## src/rtl/ysyx_23060332_mem_arbiter_if.sv

```systemverilog
// rtl/ysyx_23060332_mem_arbiter_if.sv - IFU/LSU request ports and shared memory port bundle
interface ysyx_23060332_mem_arbiter_if;
  logic        ifu_req;
  logic [31:0] ifu_addr;
  logic        ifu_gnt;
  logic        ifu_rvalid;
  logic [31:0] ifu_rdata;
  logic        ifu_err;

  logic        lsu_req;
  logic        lsu_we;
  logic [31:0] lsu_addr;
  logic [31:0] lsu_wdata;
  logic [7:0]  lsu_wmask;
  logic        lsu_gnt;
  logic        lsu_rvalid;
  logic [31:0] lsu_rdata;
  logic        lsu_err;

  logic        mem_req;
  logic        mem_we;
  logic [31:0] mem_addr;
  logic [31:0] mem_wdata;
  logic [7:0]  mem_wmask;
  logic        mem_gnt;
  logic        mem_rvalid;
  logic [31:0] mem_rdata;

  modport master (
    input  ifu_req, ifu_addr,
    output ifu_gnt, ifu_rvalid, ifu_rdata, ifu_err,
    input  lsu_req, lsu_we, lsu_addr, lsu_wdata, lsu_wmask,
    output lsu_gnt, lsu_rvalid, lsu_rdata, lsu_err,
    output mem_req, mem_we, mem_addr, mem_wdata, mem_wmask,
    input  mem_gnt, mem_rvalid, mem_rdata
  );

  modport slave (
    output ifu_req, ifu_addr,
    input  ifu_gnt, ifu_rvalid, ifu_rdata, ifu_err,
    output lsu_req, lsu_we, lsu_addr, lsu_wdata, lsu_wmask,
    input  lsu_gnt, lsu_rvalid, lsu_rdata, lsu_err,
    input  mem_req, mem_we, mem_addr, mem_wdata, mem_wmask,
    output mem_gnt, mem_rvalid, mem_rdata
  );
endinterface

```

## src/rtl/ysyx_23060332_mem_arbiter.sv

```systemverilog
// rtl/ysyx_23060332_mem_arbiter.sv - round-robin IFU/LSU arbiter onto one memory port
// One outstanding transaction; a cycle budget aborts accesses the memory never finishes.
module ysyx_23060332_mem_arbiter #(
  parameter int unsigned TIMEOUT_CYC = 255
) (
  input  logic                       clk,
  input  logic                       rst,
  ysyx_23060332_mem_arbiter_if.master bus,
  output logic                       busy
);
  typedef enum logic [1:0] {IDLE = 2'd0, ISSUE = 2'd1, WAIT = 2'd2} state_e;
  localparam logic [15:0] TMO     = 16'(TIMEOUT_CYC);
  localparam logic        OWN_IFU = 1'b0;
  localparam logic        OWN_LSU = 1'b1;

  state_e      state_q, state_d;
  logic        owner_q, owner_d;
  logic        last_q, last_d;
  logic        we_q, we_d;
  logic [31:0] addr_q, addr_d;
  logic [31:0] wdata_q, wdata_d;
  logic [7:0]  wmask_q, wmask_d;
  logic [15:0] cnt_q, cnt_d;
  logic        ifu_gnt_q, ifu_gnt_d, lsu_gnt_q, lsu_gnt_d;
  logic        ifu_rvalid_q, ifu_rvalid_d, lsu_rvalid_q, lsu_rvalid_d;
  logic        ifu_err_q, ifu_err_d, lsu_err_q, lsu_err_d;
  logic [31:0] ifu_rdata_q, ifu_rdata_d, lsu_rdata_q, lsu_rdata_d;

  logic        any_req, winner, active, issue, done, expired;
  logic [15:0] cnt_inc;

  assign any_req = bus.ifu_req | bus.lsu_req;
  // On a tie the side not served last wins
  assign winner  = (bus.ifu_req & bus.lsu_req) ? ~last_q : bus.lsu_req;
  assign issue   = (state_q == ISSUE);
  assign active  = issue || (state_q == WAIT);
  assign cnt_inc = cnt_q + 16'd1;
  assign done    = (state_q == WAIT) & bus.mem_rvalid;
  assign expired = active & (cnt_inc == TMO);

  always_ff @(posedge clk) begin
    if (rst) begin
      state_q      <= IDLE;
      owner_q      <= OWN_IFU;
      last_q       <= OWN_IFU;
      we_q         <= 1'b0;
      addr_q       <= '0;
      wdata_q      <= '0;
      wmask_q      <= '0;
      cnt_q        <= '0;
      ifu_gnt_q    <= 1'b0;
      lsu_gnt_q    <= 1'b0;
      ifu_rvalid_q <= 1'b0;
      lsu_rvalid_q <= 1'b0;
      ifu_err_q    <= 1'b0;
      lsu_err_q    <= 1'b0;
      ifu_rdata_q  <= '0;
      lsu_rdata_q  <= '0;
    end else begin
      state_q      <= state_d;
      owner_q      <= owner_d;
      last_q       <= last_d;
      we_q         <= we_d;
      addr_q       <= addr_d;
      wdata_q      <= wdata_d;
      wmask_q      <= wmask_d;
      cnt_q        <= cnt_d;
      ifu_gnt_q    <= ifu_gnt_d;
      lsu_gnt_q    <= lsu_gnt_d;
      ifu_rvalid_q <= ifu_rvalid_d;
      lsu_rvalid_q <= lsu_rvalid_d;
      ifu_err_q    <= ifu_err_d;
      lsu_err_q    <= lsu_err_d;
      ifu_rdata_q  <= ifu_rdata_d;
      lsu_rdata_q  <= lsu_rdata_d;
    end
  end

  always_comb begin : next_state
    state_d = state_q;
    case (state_q)
      IDLE:    if (any_req) state_d = ISSUE;
      ISSUE:   if (expired) state_d = IDLE; else if (bus.mem_gnt) state_d = WAIT;
      WAIT:    if (done || expired) state_d = IDLE;
      default: state_d = IDLE;
    endcase
  end

  always_comb begin : datapath
    owner_d      = owner_q;
    last_d       = last_q;
    we_d         = we_q;
    addr_d       = addr_q;
    wdata_d      = wdata_q;
    wmask_d      = wmask_q;
    cnt_d        = cnt_q;
    ifu_gnt_d    = 1'b0;
    lsu_gnt_d    = 1'b0;
    ifu_rvalid_d = 1'b0;
    lsu_rvalid_d = 1'b0;
    ifu_err_d    = 1'b0;
    lsu_err_d    = 1'b0;
    ifu_rdata_d  = ifu_rdata_q;
    lsu_rdata_d  = lsu_rdata_q;
    if ((state_q == IDLE) && any_req) begin
      owner_d = winner;
      last_d  = winner;
      cnt_d   = '0;
      if (winner == OWN_LSU) begin
        we_d      = bus.lsu_we;
        addr_d    = bus.lsu_addr;
        wdata_d   = bus.lsu_wdata;
        wmask_d   = bus.lsu_wmask;
        lsu_gnt_d = 1'b1;
      end else begin
        we_d      = 1'b0;
        addr_d    = bus.ifu_addr;
        wdata_d   = '0;
        wmask_d   = '0;
        ifu_gnt_d = 1'b1;
      end
    end else if (active) begin
      cnt_d = cnt_inc;
      // A completion on the expiry edge still counts as a normal completion
      if (done || expired) begin
        if (owner_q == OWN_LSU) begin
          lsu_rvalid_d = 1'b1;
          lsu_err_d    = ~done;
          lsu_rdata_d  = (done && !we_q) ? bus.mem_rdata : '0;
        end else begin
          ifu_rvalid_d = 1'b1;
          ifu_err_d    = ~done;
          ifu_rdata_d  = done ? bus.mem_rdata : '0;
        end
      end
    end
  end

  always_comb begin : outputs
    busy           = (state_q != IDLE);
    bus.mem_req    = issue;
    bus.mem_we     = issue & we_q;
    bus.mem_addr   = issue ? addr_q : '0;
    bus.mem_wdata  = issue ? wdata_q : '0;
    bus.mem_wmask  = issue ? wmask_q : '0;
    bus.ifu_gnt    = ifu_gnt_q;
    bus.lsu_gnt    = lsu_gnt_q;
    bus.ifu_rvalid = ifu_rvalid_q;
    bus.lsu_rvalid = lsu_rvalid_q;
    bus.ifu_err    = ifu_err_q;
    bus.lsu_err    = lsu_err_q;
    bus.ifu_rdata  = ifu_rdata_q;
    bus.lsu_rdata  = lsu_rdata_q;
  end
endmodule

```

## src/flat_wrapper.sv

```systemverilog
// flat-port wrapper written by rule: the top's interface ports become plain ports
module ysyx_23060332_mem_arbiter_flat 
#(
  parameter int unsigned TIMEOUT_CYC = 255
)
  (clk, rst, busy, bus_ifu_req, bus_ifu_addr, bus_ifu_gnt, bus_ifu_rvalid, bus_ifu_rdata, bus_ifu_err, bus_lsu_req, bus_lsu_we, bus_lsu_addr, bus_lsu_wdata, bus_lsu_wmask, bus_lsu_gnt, bus_lsu_rvalid, bus_lsu_rdata, bus_lsu_err, bus_mem_req, bus_mem_we, bus_mem_addr, bus_mem_wdata, bus_mem_wmask, bus_mem_gnt, bus_mem_rvalid, bus_mem_rdata);
  ysyx_23060332_mem_arbiter_if bus_i ();
  input  logic clk;
  input  logic rst;
  output logic busy;
  input wire logic [$bits(bus_i.ifu_req)-1:0] bus_ifu_req;
  input wire logic [$bits(bus_i.ifu_addr)-1:0] bus_ifu_addr;
  output wire logic [$bits(bus_i.ifu_gnt)-1:0] bus_ifu_gnt;
  output wire logic [$bits(bus_i.ifu_rvalid)-1:0] bus_ifu_rvalid;
  output wire logic [$bits(bus_i.ifu_rdata)-1:0] bus_ifu_rdata;
  output wire logic [$bits(bus_i.ifu_err)-1:0] bus_ifu_err;
  input wire logic [$bits(bus_i.lsu_req)-1:0] bus_lsu_req;
  input wire logic [$bits(bus_i.lsu_we)-1:0] bus_lsu_we;
  input wire logic [$bits(bus_i.lsu_addr)-1:0] bus_lsu_addr;
  input wire logic [$bits(bus_i.lsu_wdata)-1:0] bus_lsu_wdata;
  input wire logic [$bits(bus_i.lsu_wmask)-1:0] bus_lsu_wmask;
  output wire logic [$bits(bus_i.lsu_gnt)-1:0] bus_lsu_gnt;
  output wire logic [$bits(bus_i.lsu_rvalid)-1:0] bus_lsu_rvalid;
  output wire logic [$bits(bus_i.lsu_rdata)-1:0] bus_lsu_rdata;
  output wire logic [$bits(bus_i.lsu_err)-1:0] bus_lsu_err;
  output wire logic [$bits(bus_i.mem_req)-1:0] bus_mem_req;
  output wire logic [$bits(bus_i.mem_we)-1:0] bus_mem_we;
  output wire logic [$bits(bus_i.mem_addr)-1:0] bus_mem_addr;
  output wire logic [$bits(bus_i.mem_wdata)-1:0] bus_mem_wdata;
  output wire logic [$bits(bus_i.mem_wmask)-1:0] bus_mem_wmask;
  input wire logic [$bits(bus_i.mem_gnt)-1:0] bus_mem_gnt;
  input wire logic [$bits(bus_i.mem_rvalid)-1:0] bus_mem_rvalid;
  input wire logic [$bits(bus_i.mem_rdata)-1:0] bus_mem_rdata;
  assign bus_i.ifu_req = bus_ifu_req;
  assign bus_i.ifu_addr = bus_ifu_addr;
  assign bus_ifu_gnt = bus_i.ifu_gnt;
  assign bus_ifu_rvalid = bus_i.ifu_rvalid;
  assign bus_ifu_rdata = bus_i.ifu_rdata;
  assign bus_ifu_err = bus_i.ifu_err;
  assign bus_i.lsu_req = bus_lsu_req;
  assign bus_i.lsu_we = bus_lsu_we;
  assign bus_i.lsu_addr = bus_lsu_addr;
  assign bus_i.lsu_wdata = bus_lsu_wdata;
  assign bus_i.lsu_wmask = bus_lsu_wmask;
  assign bus_lsu_gnt = bus_i.lsu_gnt;
  assign bus_lsu_rvalid = bus_i.lsu_rvalid;
  assign bus_lsu_rdata = bus_i.lsu_rdata;
  assign bus_lsu_err = bus_i.lsu_err;
  assign bus_mem_req = bus_i.mem_req;
  assign bus_mem_we = bus_i.mem_we;
  assign bus_mem_addr = bus_i.mem_addr;
  assign bus_mem_wdata = bus_i.mem_wdata;
  assign bus_mem_wmask = bus_i.mem_wmask;
  assign bus_i.mem_gnt = bus_mem_gnt;
  assign bus_i.mem_rvalid = bus_mem_rvalid;
  assign bus_i.mem_rdata = bus_mem_rdata;
  ysyx_23060332_mem_arbiter #(.TIMEOUT_CYC(TIMEOUT_CYC)) u_core (.clk(clk), .rst(rst), .bus(bus_i), .busy(busy));
endmodule
```

## config.mk

```make
export PLATFORM = sky130hd
export DESIGN_NAME = ysyx_23060332_mem_arbiter_flat
export DESIGN_NICKNAME = d
export VERILOG_FILES = /design/src/rtl/ysyx_23060332_mem_arbiter_if.sv /design/src/rtl/ysyx_23060332_mem_arbiter.sv /design/src/flat_wrapper.sv
export SDC_FILE = /design/constraint.sdc
export NUM_CORES = 1
export LEC_CHECK = 0
export CAP_MARGIN = 0
export CELL_PAD_IN_SITES_DETAIL_PLACEMENT = 1
export CELL_PAD_IN_SITES_GLOBAL_PLACEMENT = 1
export CORE_MARGIN = 3
export CORE_UTILIZATION = 33
export DETAILED_ROUTE_END_ITERATION = 12
export HOLD_SLACK_MARGIN = 0.02
export PLACE_DENSITY = 0.92
export SLEW_MARGIN = 20
export SYNTH_ARGS = -nofsm -noshare
export SYNTH_HDL_FRONTEND = slang
export SYNTH_SLANG_ARGS = --single-unit
```

## constraint.sdc

```tcl
create_clock -name clk -period 6.9 [get_ports clk]
set_input_delay 0.69 -clock clk [delete_from_list [all_inputs] [get_ports clk]]
set_output_delay 0.69 -clock clk [all_outputs]
set_load 0.005 [all_outputs]
```

# Word level (Yosys, flattened, before mapping)
# Index checks and enable logic that the tools add are counted.
[totals] register_bits=162 in_bits=143 out_inout_bits=145
[classes] add_sub_neg=1 eq_ne=6 n_mux=19 bitwise=10 n_reduce_logical=15
[ops] op="32-bit 2-to-1 mux" n=6
[ops] op="16-bit by 1-bit adder with 16-bit output (second input constant)" n=1
[ops] op="16-bit by 8-bit equality test with 1-bit output (second input constant)" n=1
[ops] op="8-bit 2-to-1 mux" n=2
[ops] op="5-bit OR reduction" n=2
[ops] op="2-bit 2-to-1 mux" n=4
[ops] op="4-bit AND reduction" n=2
[ops] op="1-bit 2-to-1 mux" n=6
[ops] op="2-bit one-hot mux with 3 select lines" n=1
[ops] op="1-bit NOT" n=5
[ops] op="1-bit AND" n=4
[ops] op="2-bit OR reduction" n=2
[ops] op="4-bit OR reduction" n=1
[ops] op="3-bit != test (second input constant)" n=1
[ops] op="3-bit AND reduction" n=1
[ops] op="2-bit by 1-bit equality test with 1-bit output (second input constant)" n=1
[ops] op="2-bit equality test (second input constant)" n=1
[ops] op="1-bit logical AND" n=2
[ops] op="2-bit zero test" n=1
[ops] op="1-bit logical OR" n=2
[ops] op="2-bit by 1-bit != test with 1-bit output (second input constant)" n=1
[ops] op="2-bit != test (second input constant)" n=1
[ops] op="2-bit nonzero test" n=1
[ops] op="1-bit zero test" n=1
[ops] op="1-bit OR" n=1

# Depth between registers and ports, before layout
# Gate-level depths: netlist of run 1.
[depth] depth_word=6 mapped_depth=11 ltp_nobuf=8

# Worst setup path before layout of run 1
# No wires, ideal clock.
[synth_timing] kind="register to register" from="register u_core.cnt_q[0]" to="register u_core.lsu_rdata_q[10] (netlist: u_core.bus.lsu_rdata[10])" setup_time_ps=117 arrival_time_ps=2184 slack_ps=4599 stages_incl_launch_ff=10 n_path_buf=1 cell_sequence="dfxtp_1 ha_1 nand3_1 nor4b_4 o21ai_2 a2111oi_4 a31o_4 a21oi_2 buf_6 a22o_1"
[synth_via] elab_chain_cells=5
[synth_rtl] item="start, declared" line="ysyx_23060332_mem_arbiter.sv:23" source="logic [15:0] cnt_q, cnt_d;"
[synth_rtl] item="start signal, assigned" line="ysyx_23060332_mem_arbiter.sv:67" source="cnt_q <= cnt_d;"
[synth_rtl] item="16-bit by 1-bit adder with 16-bit output" line="ysyx_23060332_mem_arbiter.sv:37" source="assign cnt_inc = cnt_q + 16'd1;"
[synth_rtl] item="16-bit by 8-bit equality test with 1-bit output" line="ysyx_23060332_mem_arbiter.sv:39" source="assign expired = active & (cnt_inc == TMO);"
[synth_rtl] item="1-bit AND" line="ysyx_23060332_mem_arbiter.sv:39"
[synth_rtl] item="1-bit logical OR" line="ysyx_23060332_mem_arbiter.sv:125" source="if (done || expired) begin"
[synth_rtl] item="4-bit AND reduction (no source line)"
[synth_rtl] item="end signal, assigned" line="ysyx_23060332_mem_arbiter.sv:75" source="lsu_rdata_q <= lsu_rdata_d;"
[synth_rtl] item="end, declared" line="ysyx_23060332_mem_arbiter.sv:27" source="logic [31:0] ifu_rdata_q, ifu_rdata_d, lsu_rdata_q, lsu_rdata_d;"
# Every way passes these cells.
# A chain may end at the register's enable or synchronous reset.

# Final worst setup path of run 1
[layout_timing] from="register u_core.cnt_q[0]" to="register u_core.state_q[0]"
[layout_via] elab_chain_cells=6 word_cells_on_any_way=9 cone_classes="1 x add/sub; 3 x eq/ne; 2 x mux; 1 x bitwise; 2 x reduce/logical"
[layout_rtl] item="16-bit by 1-bit adder with 16-bit output (*)" line="ysyx_23060332_mem_arbiter.sv:37"
[layout_rtl] item="16-bit by 8-bit equality test with 1-bit output (*)" line="ysyx_23060332_mem_arbiter.sv:39"
[layout_rtl] item="1-bit AND (*)" line="ysyx_23060332_mem_arbiter.sv:39"
[layout_rtl] item="1-bit logical OR" line="ysyx_23060332_mem_arbiter.sv:84" source="WAIT: if (done || expired) state_d = IDLE;"
[layout_rtl] item="2-bit != test (no source line)"
[layout_rtl] item="3-bit AND reduction (no source line)"
[layout_rtl] item="end signal, assigned" line="ysyx_23060332_mem_arbiter.sv:60" source="state_q <= state_d;"
[layout_rtl] item="end, declared" line="ysyx_23060332_mem_arbiter.sv:16" source="state_e state_q, state_d;"
# Mark *: on every way between the ends. The rest lies on a longest branch, timed or not.

==> metrics.md, run 1 <==
| Metric | Value |
|---|---|
| Hold wc startpoint | `u_core.wmask_q[4]` |
| Die Span X | `147 um` |
| Synth cell types | `50` |
| Router iterations before antenna repair | `7` |
| WHS | `476 ps` |
| Min-Delay Path Class | `flip-flop to flip-flop` |
| Fin. Hold Viols | `0` |
| # Post-CTS Setup Buffers | `0` |
| Setup_tns | `0 ps` |
| Initial DRC Count | `467` |
| Cell count after synthesis | `668` |
| GRT met3 Usage | `0.0521` |
| Sequential share of the synthesized area | `0.496` |
| GRT met2 Usage | `0.388` |
| WP data required | `7230 ps` |
| CTS tree | `yes` |
| Syn nets | `816` |
| Final clock skew | `12.1 ps` |
| Num Clock Sinks | `162` |
| CTS Buf Count | `17` |
| Clock latency on the worst-skew pair | `420 ps` |
| Crit path kind | `flip-flop to flip-flop` |
| Diodes inserted | `0` |
| Number of synthesized register bits | `162` |
| Wire per inst | `20.0 um` |
| Cells after DPL | `1164` |
| Async SR Flop Fraction | `0` |
| Total power | `2.58 mW` |
| Layout cell share with drive strength beyond 1 | `0.0620` |
| Core area | `19100 sq um` |
| Placer's final routability congestion estimate | `0.793` |
| Peak supply drop | `141 uV` |
| Global-route wire length before repair | `37000 um` |
| Final Setup Violations | `0` |
| Measured slew at the worst slew-check pin | `929 ps` |
| Post-CTS sizing | `0` |
| PwrDens | `252 nW/um^2` |
| Total grt overflow | `0` |
| CTS root buf | `clkbuf_16` |
| Fillers | `2100` |
| RSZ-0062 raised after global routing | `no` |
| Met1 GRT Util | `0.243` |
| Total die area | `21600 sq um` |
| Clk buf depth | `2` |
| I/O pin cnt | `288` |
| CP cell instances | `ha_1 > nand3_1 > nor4b_4 > o21ai_2 > a2111oi_4 > nand3_2 > a21o_1 > a211oi_2` |
| Cell row count | `50` |
| Synthesis-to-layout area growth | `56.0%` |
| Syn. warnings | `0` |
| Leakage | `3.84 nW` |
| Synthesized area | `6540 sq um` |
| Syn Area/Cell | `9.80 sq um` |
| Vias in the first global route | `6607` |
| Worst Setup SP | `u_core.cnt_q[0]` |
| Fin. max-slew vios | `0` |
| Min Clock Period, post-route | `3220 ps` |
| Post-synth EDFFs | `0` |
| Via density | `5.31` |
| Delay of the slowest critical-path stage | `720 ps` |
| CP Launch Type | `flip-flop` |
| Vias | `6354` |
| H-tree depth | `4` |
| CTS hold repair buffers | `0` |
| CP arrival | `3550 ps` |
| HPWL after detailed placement | `17000 um` |
| Max FO, Critical Path | `38` |
| Clock transition at path regs | `70 ps` |
| Crit-path slowest cell | `nand3_2` |
| Final core occ | `0.535` |
| Final Cycle Share | `0.466` |
| Initial antenna violation count | `0` |
| Busiest grt layer | `met2` |
| DRT antenna net count | `0` |
| Port bufs | `287` |
| FF-to-FF Start | `u_core.cnt_q[0]` |
| Number of max-cap violations | `0` |
| DIE HEIGHT | `147 um` |
| Net count, final | `1071` |
| CP endpoint kind | `flip-flop` |
| Status | `completed` |
| Main flop type after synthesis | `dfxtp_1` |
| Slew margin rel. | `0.381` |
| DRC viols | `0` |
| Post-Layout Cell Count | `1196` |
| DRT Wirelength | `24000 um` |
| Fmax | `311 MHz` |
| Largest net degree at the start of global routing | `75` |
| All-Layer GR Usage | `0.214` |
| Initial core utilization | `0.343` |
==> logic make-up after synthesis <==
logic type,after synthesis,share of synthesized area
AND/OR/NAND/NOR,184,0.160
XOR/XNOR,17,0.0228
buffers and inverters,101,0.0656
multiplexers,1,0.00172
adder cells (fa/ha/maj),5,0.00956
AO/OA/AOI/OAI,198,0.244
flip-flops,162,0.496
==> sequential cells by signal, indices dropped and copies added (netlist names) <==
signal	count
u_core.bus.ifu_gnt	1
u_core.owner_q	1
u_core.bus.lsu_rdata	32
u_core.wmask_q	8
u_core.wdata_q	32
u_core.state_q	2
u_core.we_q	1
u_core.bus.lsu_rvalid	1
u_core.bus.ifu_rdata	32
u_core.bus.ifu_rvalid	1
u_core.bus.ifu_err	1
u_core.addr_q	32
u_core.bus.lsu_err	1
u_core.bus.lsu_gnt	1
u_core.cnt_q	16
==> synthesized netlist by cell type (all sizes together) (2+ instances only) <==
master  number  share of area
nor4         3         0.0029
inv         41          0.024
a222oi      32          0.049
a22oi       33          0.038
nand2b       2         0.0019
buf         11          0.014
ha           5         0.0096
and2        75          0.072
nor2b        2         0.0019
nor3b        2         0.0023
o21ai        5         0.0044
and3         3         0.0029
nor2        22          0.013
nand3       41          0.033
dfxtp      162           0.50
a31o         2         0.0040
nand2       12         0.0069
a21oi       39          0.030
xnor2        7         0.0094
a22o        73          0.098
clkbuf      49          0.028
a211oi       4         0.0054
nor3         7         0.0061
xor2        10          0.013
nand4        9         0.0086
==> routing by layer <==
metal,share of wire,up-vias,wire [um]
li1,-,2962,-
met2,0.52,217,12400
met5,0,-,0
met4,0.031,0,731
met3,0.055,48,1310
met1,0.40,3127,9480
==> where the power goes <==
part | total [mW] | internal (mW) | switching (mW)
combinational | 0.475 | 0.244 | 0.232
sequential | 1.07 | 1.02 | 0.0501
clock | 1.04 | 0.619 | 0.418
total | 2.58 | 1.88 | 0.700
==> through the flow <==
step	area, sq um	worst slack [ps]
floorplan	6540	4600
global placement	9560	3860
detailed placement	9560	3720
CTS	10200	3670
global route	10200	3440
finish	10200	3680
==> cells in the final DEF, fill, tap and decap left out, types with 10 or more instances in the layout <==
cell type,Yosys,final
a21oi_1,38,38
a222oi_1,32,32
xor2_1,10,10
nand2_1,12,12
and2_1,75,75
clkbuf_16,0,17
clkdlybuf4s50_1,0,286
nor2_1,22,21
inv_1,41,41
nand3_1,39,39
a22oi_1,33,33
dfxtp_1,162,162
a22o_1,73,73
==> final timing paths <==
| check | endpoint | slack (ps) | depth (start not counted) |
|---|---|---|---|
| hold / removal | u_core.wmask_q[4] | 480 | 1 |
| setup / recovery | u_core.state_q[0] | 3680 | 8 |
| hold reg to reg | u_core.wmask_q[4] | 480 | 1 |
| setup reg to reg | u_core.state_q[0] | 3680 | 8 |
==> critical path, delay by kind of cell (launching register included) <==
kind,cells,cell delay (ps)
AO/OA/AOI/OAI,4,1140
adder cells (fa/ha/maj),1,270
flip-flops,1,460
AND/OR/NAND/NOR,3,1250
==> area by class of cell <==
cell class	instances	area, sq um	share of cell area
clock buffer	18	429	0.0420
inverter	41	154	0.0151
sequential	162	3240	0.318
timing repair buffer	296	2940	0.288
tap	260	325	0.0319
multi-input combinational	405	2910	0.285
clock inverter	14	216	0.0212
(Power assumes the default switching activity.)
==> inputs of run 2 (changes only) <==
--- a/config.mk
+++ b/config.mk
@@ -9,10 +9,10 @@
 export CELL_PAD_IN_SITES_DETAIL_PLACEMENT = 1
 export CELL_PAD_IN_SITES_GLOBAL_PLACEMENT = 1
 export CORE_MARGIN = 3
-export CORE_UTILIZATION = 33
+export CORE_UTILIZATION = 31
 export DETAILED_ROUTE_END_ITERATION = 12
 export HOLD_SLACK_MARGIN = 0.02
-export PLACE_DENSITY = 0.92
+export PLACE_DENSITY = 0.88
 export SLEW_MARGIN = 20
 export SYNTH_ARGS = -nofsm -noshare
 export SYNTH_HDL_FRONTEND = slang
==> constraint.sdc (replaced) <==
create_clock -name clk -period 3.2 [get_ports clk]
set_input_delay 0.32 -clock clk [delete_from_list [all_inputs] [get_ports clk]]
set_output_delay 0.32 -clock clk [all_outputs]
set_load 0.005 [all_outputs]
==> run 2 against run 1 <==
Utilization decreased by 3.5 points. Global-route usage decreased by 1.4 points. Routed wire length decreased by 1.9%.
==> metrics.md, run 2 (synthesis gave the netlist of run 1 again) <==
| Metric | Value |
|---|---|
| Min-Delay Path Class | `primary input to flip-flop` |
| Max FO, Critical Path | `32` |
| Dpl cell area | `9660 sq um` |
| Die Span X | `151 um` |
| Num Clock Sinks | `162` |
| Fin. Hold Viols | `0` |
| DRT antenna net count | `0` |
| Clock latency on the worst-skew pair | `430 ps` |
| # Post-CTS Setup Buffers | `0` |
| Fillers | `2284` |
| Total power | `5.38 mW` |
| Final core occ | `0.500` |
| Fmax | `368 MHz` |
| Port bufs | `287` |
| Total die area | `22900 sq um` |
| Initial core utilization | `0.319` |
| Slew margin rel. | `0.535` |
| Clock transition at path regs | `70 ps` |
| Fin. max-slew vios | `0` |
| Clk buf depth | `2` |
| CTS root buf | `clkbuf_16` |
| Final Setup Violations | `0` |
| Met1 GRT Util | `0.233` |
| Initial DRC Count | `399` |
| Delay of the slowest critical-path stage | `440 ps` |
| Crit-path slowest cell | `dfxtp_1` |
| Vias | `6265` |
| CP arrival | `3080 ps` |
| DRT Wirelength | `23500 um` |
| Largest net degree at the start of global routing | `76` |
| CTS Buf Count | `17` |
| GRT met2 Usage | `0.360` |
| Final clock skew | `15.4 ps` |
| Final Cycle Share | `0.849` |
| Diodes inserted | `0` |
| Layout cell share with drive strength beyond 1 | `0.0670` |
| CTS tree | `yes` |
| Cell row count | `52` |
| H-tree depth | `4` |
| WP data required | `3560 ps` |
| Vias in the first global route | `6298` |
| Net count, final | `1075` |
| I/O pin cnt | `288` |
| Synthesis-to-layout area growth | `56.7%` |
| Combinational share of power | `0.196` |
| DIE HEIGHT | `151 um` |
| Core area | `20500 sq um` |
| Sw Ratio | `0.292` |
| RSZ-0062 raised after global routing | `no` |
| Post-Layout Cell Count | `1210` |
| Post-route cell area | `10300 sq um` |
| Crit path kind | `flip-flop to flip-flop` |
| Initial antenna violation count | `0` |
| Total grt overflow | `0` |
| DRC viols | `0` |
| Peak supply drop | `344 uV` |
| Post-CTS sizing | `0` |
| Number of max-cap violations | `0` |
| Setup_tns | `0 ps` |
| Min Clock Period, post-route | `2720 ps` |
| Power Internal | `3.81 mW` |
| Switching power | `1.57 mW` |
| Measured slew at the worst slew-check pin | `697 ps` |
| All-Layer GR Usage | `0.199` |
| Placer's final routability congestion estimate | `0.803` |
| Clock network power share | `0.378` |
| Via density | `5.18` |
| CP Launch Type | `flip-flop` |
| CP cell instances | `ha_1 > nand3_1 > nor3_1 > a211oi_1 > o211a_1 > a31o_4 > a21oi_2 > buf_4 > a22o_1` |
| Sequential Power Share | `0.426` |
| CTS hold repair buffers | `0` |
| Busiest grt layer | `met2` |
| PwrDens | `525 nW/um^2` |
| HPWL after detailed placement | `16900 um` |
| Wire per inst | `19.4 um` |
| Leakage | `3.85 nW` |
| CP endpoint kind | `flip-flop` |
| Status | `completed` |
| Cells after DPL | `1178` |
| Router iterations before antenna repair | `8` |
| Global-route wire length before repair | `35600 um` |
| Leading cell types in the layout, fill and taps excluded | `clkdlybuf4s50_1, dfxtp_1, and2_1` |
| Leading cell type in the layout, fill and taps excluded | `clkdlybuf4s50_1` |
| GRT met3 Usage | `0.0500` |
run 2: final timing paths:
path | startpoint | endpoint | slack, ps | depth (start not counted)
min | rst | u_core.owner_q | 220 | 2
max reg2reg | u_core.cnt_q[1] | u_core.bus.lsu_rdata[0] | 480 | 9
min reg2reg | u_core.wmask_q[5] | u_core.wmask_q[5] | 470 | 1
max | u_core.cnt_q[1] | u_core.bus.lsu_rdata[0] | 480 | 9
run 2: power groups by stage:
stage	clock (mW)	sequential, mW	combinational, mW
3_3_place_gp	0	2.32	1.03
5_1_grt	2.18	2.31	1.15
2_1_floorplan	0	2.31	0.485
3_5_place_dp	0	2.34	1.06
6_report	2.04	2.29	1.05
4_1_cts	2.09	2.29	1.07
run 2: through the flow:
stage          setup WS, ps  hold slack (ps)
2_1_floorplan           899              439
3_3_place_gp            616              453
3_5_place_dp            498              455
4_1_cts                 460              201
5_1_grt                 263              200
6_report                482              215
run 2: worst max-delay path: cells and delay by family (launching register included):
| family | cells | cell delay [ps] |
|---|---|---|
| AO/OA/AOI/OAI | 5 | 1020 |
| AND/OR/NAND/NOR | 2 | 550 |
| flip-flops | 1 | 440 |
| buffers and inverters | 1 | 360 |
| adder cells (fa/ha/maj) | 1 | 270 |
run 2: layout make-up:
cell class,instances,area (sq um),area share
Sequential cell,162,3240,0.316
Tap cell,270,338,0.0329
Clock inverter,14,161,0.0157
Multi-Input combinational cell,405,2910,0.283
Timing Repair Buffer,300,3020,0.294
Clock buffer,18,439,0.0428
Inverter,41,154,0.0150
run 2: metal layers:
metal | wire (um) | share of wire
met5 | 0 | 0
met4 | 454 | 0.019
met3 | 1330 | 0.056
met2 | 12300 | 0.52
met1 | 9400 | 0.40
